<file path="config.mk">
export PLATFORM = sky130hd
export DESIGN_NAME = linreg_ctrl
export DESIGN_NICKNAME = d
export VERILOG_FILES = /design/src/rtl/linreg_pkg.sv /design/src/rtl/linreg_watchdog.sv /design/src/rtl/linreg_ctrl.sv
export SDC_FILE = /design/constraint.sdc
export NUM_CORES = 1
export LEC_CHECK = 0
export ABC_AREA = 1
export ABC_CLOCK_PERIOD_IN_PS = 2750
export BUFFER_PORTS_ARGS = -buffer_cell sky130_fd_sc_hd__buf_4
export CAP_MARGIN = 20
export CORE_MARGIN = 1.5
export CORE_UTILIZATION = 55
export CTS_CLUSTER_SIZE = 8
export DETAILED_ROUTE_END_ITERATION = 10
export PLACE_DENSITY = 0.8
export REMOVE_ABC_BUFFERS = 1
export SYNTH_ARGS = -nofsm -noshare
export SYNTH_HDL_FRONTEND = slang
export SYNTH_SLANG_ARGS = --single-unit
</file>
<file path="constraint.sdc">
create_clock -name clk -period 2.75 [get_ports clk]
set_clock_uncertainty 0.15 [all_clocks]
set_input_delay 0.1375 -clock clk [delete_from_list [all_inputs] [get_ports clk]]
set_output_delay 0.1375 -clock clk [all_outputs]
set_load 0.05 [all_outputs]
</file>
<file path="src/rtl/linreg_pkg.sv">
// Shared types and default sizing for the linear-regression controller and datapath.
// The datapath's /N divisor constants must track LINREG_N_SAMPLES.
package linreg_pkg;

  localparam int LINREG_N_SAMPLES = 150;
  localparam int LINREG_CNT_W     = 9;

  typedef enum logic [2:0] {
    ST_IDLE,
    ST_INIT,
    ST_WAIT,
    ST_ACCUM,
    ST_SETTLE,
    ST_DONE,
    ST_ERR
  } linreg_state_t;

endpackage

</file>
<file path="src/rtl/linreg_watchdog.sv">
// Starvation watchdog: down-counter reloaded on clr, expires on the TIMEOUT_CYCLES-th tick.
// Only instantiated when LINREG_CTRL_TIMEOUT_EN is defined.
module linreg_watchdog #(
  parameter int TIMEOUT_CYCLES = 1024
) (
  input  logic clk,
  input  logic rst,
  input  logic clr,
  input  logic tick,
  output logic expired
);

  localparam int W = $clog2(TIMEOUT_CYCLES) + 1;
  localparam logic [W-1:0] LOAD = W'(TIMEOUT_CYCLES - 1);

  logic [W-1:0] cnt;

  always_ff @(posedge clk or posedge rst) begin
    if (rst)
      cnt <= LOAD;
    else if (clr)
      cnt <= LOAD;
    else if (tick && (cnt != '0))
      cnt <= cnt - W'(1);
  end

  // Expires combinationally on the terminal tick so the FSM leaves WAIT on that same edge.
  assign expired = tick && (cnt == '0);

endmodule

</file>
<file path="src/rtl/linreg_ctrl.sv">
// Sequencing FSM for the linear-regression accumulator datapath.
// Optional starvation watchdog / ERR state: define LINREG_CTRL_TIMEOUT_EN.
//
// state  | meaning
// IDLE   | waiting for start after reset or abort
// INIT   | clear the four accumulators, count -> 0
// WAIT   | in_ready high; handshake loads x/y
// ACCUM  | accumulate captured sample, count + 1
// SETTLE | let the multicycle divide path settle
// DONE   | b0/b1 valid; start launches the next run
// ERR    | watchdog starvation (feature builds only)
module linreg_ctrl
  import linreg_pkg::*;
#(
  parameter int N_SAMPLES      = LINREG_N_SAMPLES,
  parameter int CNT_W          = LINREG_CNT_W,
  parameter int SETTLE_CYCLES  = 4,
  parameter int TIMEOUT_CYCLES = 1024
) (
  input  logic             clk,
  input  logic             rst,
  input  logic             start,
  input  logic             abort,
  input  logic             in_valid,
  output logic             in_ready,
  output logic             ldx,
  output logic             ldy,
  output logic             initsumx,
  output logic             initsumy,
  output logic             initsumxx,
  output logic             initsumxy,
  output logic             ldsumx,
  output logic             ldsumy,
  output logic             ldsumxx,
  output logic             ldsumxy,
  output logic [CNT_W-1:0] count,
  output logic             en,
  output logic             busy,
  output logic             err
);

  localparam int SET_W = $clog2(SETTLE_CYCLES) + 1;
  localparam logic [SET_W-1:0] SETTLE_LOAD = SET_W'(SETTLE_CYCLES - 1);
  localparam logic [CNT_W-1:0] LAST_IDX    = CNT_W'(N_SAMPLES - 1);

  linreg_state_t state, state_nx;
  logic [SET_W-1:0] settle_cnt;
  logic hs;
  logic wd_expired;

  assign hs = (state == ST_WAIT) && in_valid;

`ifdef LINREG_CTRL_TIMEOUT_EN
  linreg_watchdog #(.TIMEOUT_CYCLES(TIMEOUT_CYCLES)) u_watchdog (
    .clk     (clk),
    .rst     (rst),
    .clr     ((state != ST_WAIT) || hs),
    .tick    ((state == ST_WAIT) && !hs),
    .expired (wd_expired)
  );
`else
  assign wd_expired = 1'b0;
`endif

  always_ff @(posedge clk or posedge rst) begin
    if (rst)
      state <= ST_IDLE;
    else
      state <= state_nx;
  end

  always_comb begin
    state_nx = state;
    case (state)
      ST_IDLE:   if (start) state_nx = ST_INIT;
      ST_INIT:   state_nx = ST_WAIT;
      ST_WAIT: begin
        if (hs)
          state_nx = ST_ACCUM;
        else if (wd_expired)
          state_nx = ST_ERR;
      end
      ST_ACCUM:  state_nx = (count == LAST_IDX) ? ST_SETTLE : ST_WAIT;
      ST_SETTLE: if (settle_cnt == '0) state_nx = ST_DONE;
      ST_DONE:   if (start) state_nx = ST_INIT;
`ifdef LINREG_CTRL_TIMEOUT_EN
      ST_ERR:    if (start) state_nx = ST_INIT;
`endif
      default:   state_nx = ST_IDLE;
    endcase
    if (abort)
      state_nx = ST_IDLE;
  end

  always_comb begin
    in_ready  = 1'b0;
    ldx       = 1'b0;
    ldy       = 1'b0;
    initsumx  = 1'b0;
    initsumy  = 1'b0;
    initsumxx = 1'b0;
    initsumxy = 1'b0;
    ldsumx    = 1'b0;
    ldsumy    = 1'b0;
    ldsumxx   = 1'b0;
    ldsumxy   = 1'b0;
    en        = 1'b0;
    busy      = 1'b0;
    err       = 1'b0;
    case (state)
      ST_INIT: begin
        initsumx  = 1'b1;
        initsumy  = 1'b1;
        initsumxx = 1'b1;
        initsumxy = 1'b1;
        busy      = 1'b1;
      end
      ST_WAIT: begin
        in_ready = 1'b1;
        ldx      = in_valid;
        ldy      = in_valid;
        busy     = 1'b1;
      end
      ST_ACCUM: begin
        ldsumx  = 1'b1;
        ldsumy  = 1'b1;
        ldsumxx = 1'b1;
        ldsumxy = 1'b1;
        busy    = 1'b1;
      end
      ST_SETTLE: busy = 1'b1;
      ST_DONE:   en   = 1'b1;
`ifdef LINREG_CTRL_TIMEOUT_EN
      ST_ERR:    err  = 1'b1;
`endif
      default: ;
    endcase
  end

  // Clearing on entry to INIT/IDLE makes count read 0 during INIT and right after abort.
  always_ff @(posedge clk or posedge rst) begin
    if (rst)
      count <= '0;
    else if ((state_nx == ST_INIT) || (state_nx == ST_IDLE))
      count <= '0;
    else if (state == ST_ACCUM)
      count <= count + CNT_W'(1);
  end

  always_ff @(posedge clk or posedge rst) begin
    if (rst)
      settle_cnt <= SETTLE_LOAD;
    else if (state == ST_SETTLE)
      settle_cnt <= settle_cnt - SET_W'(1);
    else
      settle_cnt <= SETTLE_LOAD;
  end

endmodule

</file>
## Yosys cells after proc, flatten, opt, wreduce, memory -nomap -nowiden

Cells that the tools add are included.

- Add/subtract/negate cells: 2
- Equal/unequal tests: 7
- Multiplexer cells: 15
- Reduce and logical (&&, ||, !) cells: 8

Operators by type and width:

| kind | count |
|---|---|
| 3-bit 2-to-1 mux | 6 |
| 9-bit 2-to-1 mux | 2 |
| 3-bit case mux with 5 select lines | 1 |
| 9-bit by 1-bit adder with 9-bit output (second input constant) | 1 |
| 9-bit by 8-bit equality test with 1-bit output (second input constant) | 1 |
| 3-bit logical NOT | 3 |
| 3-bit by 1-bit equality test with 1-bit output (second input constant) | 2 |
| 3-bit by 2-bit equality test with 1-bit output (second input constant) | 2 |
| 3-bit equality test (second input constant) | 2 |
| 1-bit 2-to-1 mux | 6 |
| 4-bit OR reduction | 1 |
| 3-bit by 1-bit subtractor with 3-bit output (second input constant) | 1 |
| 2-bit nonzero test | 1 |
| 2-bit OR reduction | 1 |
| 1-bit logical AND | 1 |
| 1-bit logical OR | 1 |

- Word-level logic and storage cells: 35
- Flip-flop bits (word level): 15
- Output and inout port bits: 23

## Depth between registers and ports, before layout

- Word-level depth: 8
- Mapped depth: 10
- Mapped depth without buffers: 10

## Worst setup path after synthesis

No wires, ideal clock.

- Kind: reg2out
- From: reg state[2]
- To: out ldy
- Cell stages (with the launch flop): 5
- Setup slack: 0.739 ns
- Path buffers: 1
- Data required time: 2.463 ns
- Arrival: 1.723 ns
- Path through: dfrtp_1 inv_2 nand3_1 nor2_1 buf_4

- Longest elaborated chain between the ends: 2

Ends and longest elaborated chain:

| item | line | text |
|---|---|---|
| start: declaration | linreg_ctrl.sv:46 | `linreg_state_t state, state_nx;` |
| start signal: assignment | linreg_ctrl.sv:69 | `state <= state_nx;` |
| 3-bit by 2-bit equality test with 1-bit output | - |  |
| 1-bit 2-to-1 mux | - |  |
| end: declaration | linreg_ctrl.sv:27 | `output logic ldy,` |

Every way passes these cells.

## Worst setup path in the final report

- From: reg state[2]
- To: out ldy

- Longest elaborated chain between the ends: 2

Ends and longest elaborated chain:

| item | line | text |
|---|---|---|
| 3-bit by 2-bit equality test with 1-bit output | linreg_ctrl.sv:110 | `case (state)` |
| 1-bit 2-to-1 mux | linreg_ctrl.sv:110 |  |

Every way passes these cells.

==> impl_metrics.json <==
{
  "insertion_delay_ns": 0.29,
  "hold_viol": 0,
  "root_buffer": "clkbuf_4",
  "setup-tns-final_ns": 0,
  "grt_max_degree": 16,
  "rows": 15,
  "utilization_pct": 71.0,
  "clockBufferDepth": 2,
  "synth_area_leader_cell": "dfrtp_1",
  "grt_pass1_wl_um": 3510,
  "synthMuxAreaShare_pct": 0,
  "syn_inst": 135,
  "drt-wirelength-per-cell_um": 11.5,
  "clkPwrFrac_pct": 25.0,
  "die_width_um": 46.2,
  "hp-class": "primary input to flip-flop",
  "hp-start": "start",
  "ys.flop_type": "dfrtp_1",
  "io_pins": 28,
  "dr.pass1.iters": 4,
  "ir_worst_vdd_mv": 0.305,
  "whs_path_depth": 5,
  "port_buffers": 26,
  "drt-total-wl_um": 2110,
  "worstReg2RegStart": "count[1]",
  "critPathKind": "flip-flop to primary output",
  "crit_fanout": 6,
  "synthAdderAreaFrac_pct": 4.87,
  "slew_violations": 0,
  "ant_nets": 0,
  "ff_latch_area_um2": 378,
  "ys_top_cells_by_area": "dfrtp_1, inv_1, nand2_1",
  "slowest_stage": "dfrtp_1",
  "rsz0062_at_grt": "no",
  "synth-edff-count": 0,
  "crit_arrival_ns": 1.46,
  "pwr-share-seq_pct": 45.2,
  "cts_resized": 0,
  "drive_gt1_share_pct": 34.0,
  "path_cells": "inv_2 -> nand3_1 -> nor2_1 -> buf_4",
  "htree_levels": 1,
  "max_freq_mhz": 572,
  "r2r_end": "count[2]",
  "drc": 0,
  "place_congestion": 0.868,
  "track_usage_pct": 23.2,
  "n_fill_cell": 159,
  "multiInputGateArea_um2": 493,
  "outcome": "finished clean",
  "diodes": 0,
  "grt_pass1_vias": 825,
  "power.net_switching_w": 0.000193,
  "finalSetupViolCount": 0,
  "synthArstFlopShare_pct": 100,
  "combinationalPowerShare_pct": 29.8,
  "die_area_um2": 2140,
  "dp_hpwl_um": 1650,
  "cts_tree": "yes",
  "drt-initial-drc-count": 31,
  "synth.top_cell.area_share_pct": 31.7,
  "synthXorXnorAreaFrac_pct": 3.41,
  "hold_end": "state[0]",
  "synth.ff_latch_count": 15,
  "initial_utilization_pct": 58.9,
  "area_growth_pct": 20.7,
  "vias": 921,
  "antenna_found_initial": 0,
  "cts_num_sinks": 15,
  "overflow": 0,
  "ys_types": 25,
  "relSlewSlack_pct": 62.4,
  "yosys.area_share.simple_pct": 35.8,
  "powerDensity_nw_per_um2": 416,
  "fp.dieH_um": 46.2,
  "slowest_delay_ns": 0.46,
  "cellInternalPower_w": 0.000322,
  "via_per_inst": 5.01,
  "syn_avg_cell_area_um2": 7.61,
  "cp_data_required_time_ns": 2.46,
  "core_area_um2": 1750,
  "ys_warn_count": 0,
  "worst_pin_slew_ns": 0.564,
  "setup.worst_path.end_class": "primary output",
  "critPathLaunchType": "flip-flop",
  "cts_made_buffers": 3,
  "p_leak_nw": 0.635,
  "rrSetupSlack_ns": 1.16,
  "p_total_w": 0.000516,
  "clkTransAtPathRegs_ns": 0.09,
  "period_minus_slack_ns": 1.75,
  "ys_seq_area_share_pct": 36.8,
  "syn_area_um2": 1030,
  "drv_cap": 0,
  "post-route-period-util_pct": 63.6,
  "ff2ff_path_depth": 9,
  "synth_common_cells": "inv_1, nand2_1, nor2_1, dfrtp_1",
  "finalNetCount": 169,
  "p_sw_share_pct": 37.5,
  "synth_top_family_by_area": "simple AND/OR/NAND/NOR gates",
  "synth_compound_area_share_pct": 3.53
}
-- area by class of cell --
type                    count  share of cell area, %
clock buffers               4                   2.12
inverters                  25                   7.77
multi-input cells          87                   39.8
flip-flops and latches     15                   30.5
well taps                  25                   2.52
repair buffers             28                   17.4
-- cells by family (layout without fill, tap and decap cells) --
group / count (synthesis) / in the layout
xor+xnor: 4 / 4
compound gates: 6 / 6
flops: 15 / 15
other cells: 1 / 1
buf+inv: 33 / 57
simple gates: 72 / 72
fa+ha+maj: 4 / 4
-- stage by stage --
| step | instances | hold WS [ns] | area, um2 | setup WS [ns] |
|---|---|---|---|---|
| 2_1_floorplan | 127 | -0.112 | 967 | 0.285 |
| 3_3_place_gp | 178 | 0.0794 | 1190 | 1.24 |
| 3_5_place_dp | 178 | 0.0780 | 1190 | 1.20 |
| 4_1_cts | 184 | 0.104 | 1240 | 0.996 |
| 5_1_grt | 184 | 0.132 | 1240 | 0.890 |
| 6_report | 184 | 0.114 | 1240 | 1.00 |
-- worst max path at each step --
stage | from | end | slack (ns) | cells past startpoint
2_1_floorplan | state[2] | state[0] | 0.29 | 5
3_3_place_gp | state[2] | count[8] | 1.24 | 7
3_5_place_dp | state[2] | count[8] | 1.20 | 6
4_1_cts | state[2] | ldx | 1.0 | 4
5_1_grt | state[2] | ldy | 0.89 | 4
6_report | state[2] | ldy | 1.00 | 4
-- worst max-delay path: cells and delay by family (launching register included) --
kind                   cells  cell delay [ns]
flip-flops                 1             0.46
AND/OR/NAND/NOR            2             0.33
buffers and inverters      2             0.38
-- flip-flops by register name (all words and copies together), names as in the netlist --
signal,count
state,3
count,9
settle_cnt,3
-- power by group through the flow --
stage	clock [W]	combinational [W]	sequential [W]
floorplan	0	0.000110	0.000236
global placement	0	0.000150	0.000236
detailed placement	0	0.000151	0.000237
CTS	0.000128	0.000154	0.000233
global route	0.000139	0.000164	0.000234
finish	0.000129	0.000154	0.000233
-- placed cells by master (no fill, tap or decap), drive strengths merged --
master / count
dlygate4sd3: 2
o21a: 1
xnor2: 1
nand3: 10
conb: 1
o21ai: 5
inv: 25
nand4: 3
nor3: 3
xor2: 3
ha: 4
dfrtp: 13
clkbuf: 4
nand2: 25
buf: 26
nor3b: 1
nor2: 30
dfstp: 2
-- layer usage --
metal  vias up  part of all wire (%)  track usage (%)
li1        452                     -                -
met4         0                   1.1             10.9
met1       410                    43             30.5
met3         4                   7.8             4.31
met2        55                    48             36.4
met5         -                     0                0
-- timing repair --
action / in CTS / in global routing
hold buffers: 2 / 0
hold endpoints to repair: 15 / 0
setup buffers: 0 / 0
Power figures use the tool's default switching activity.
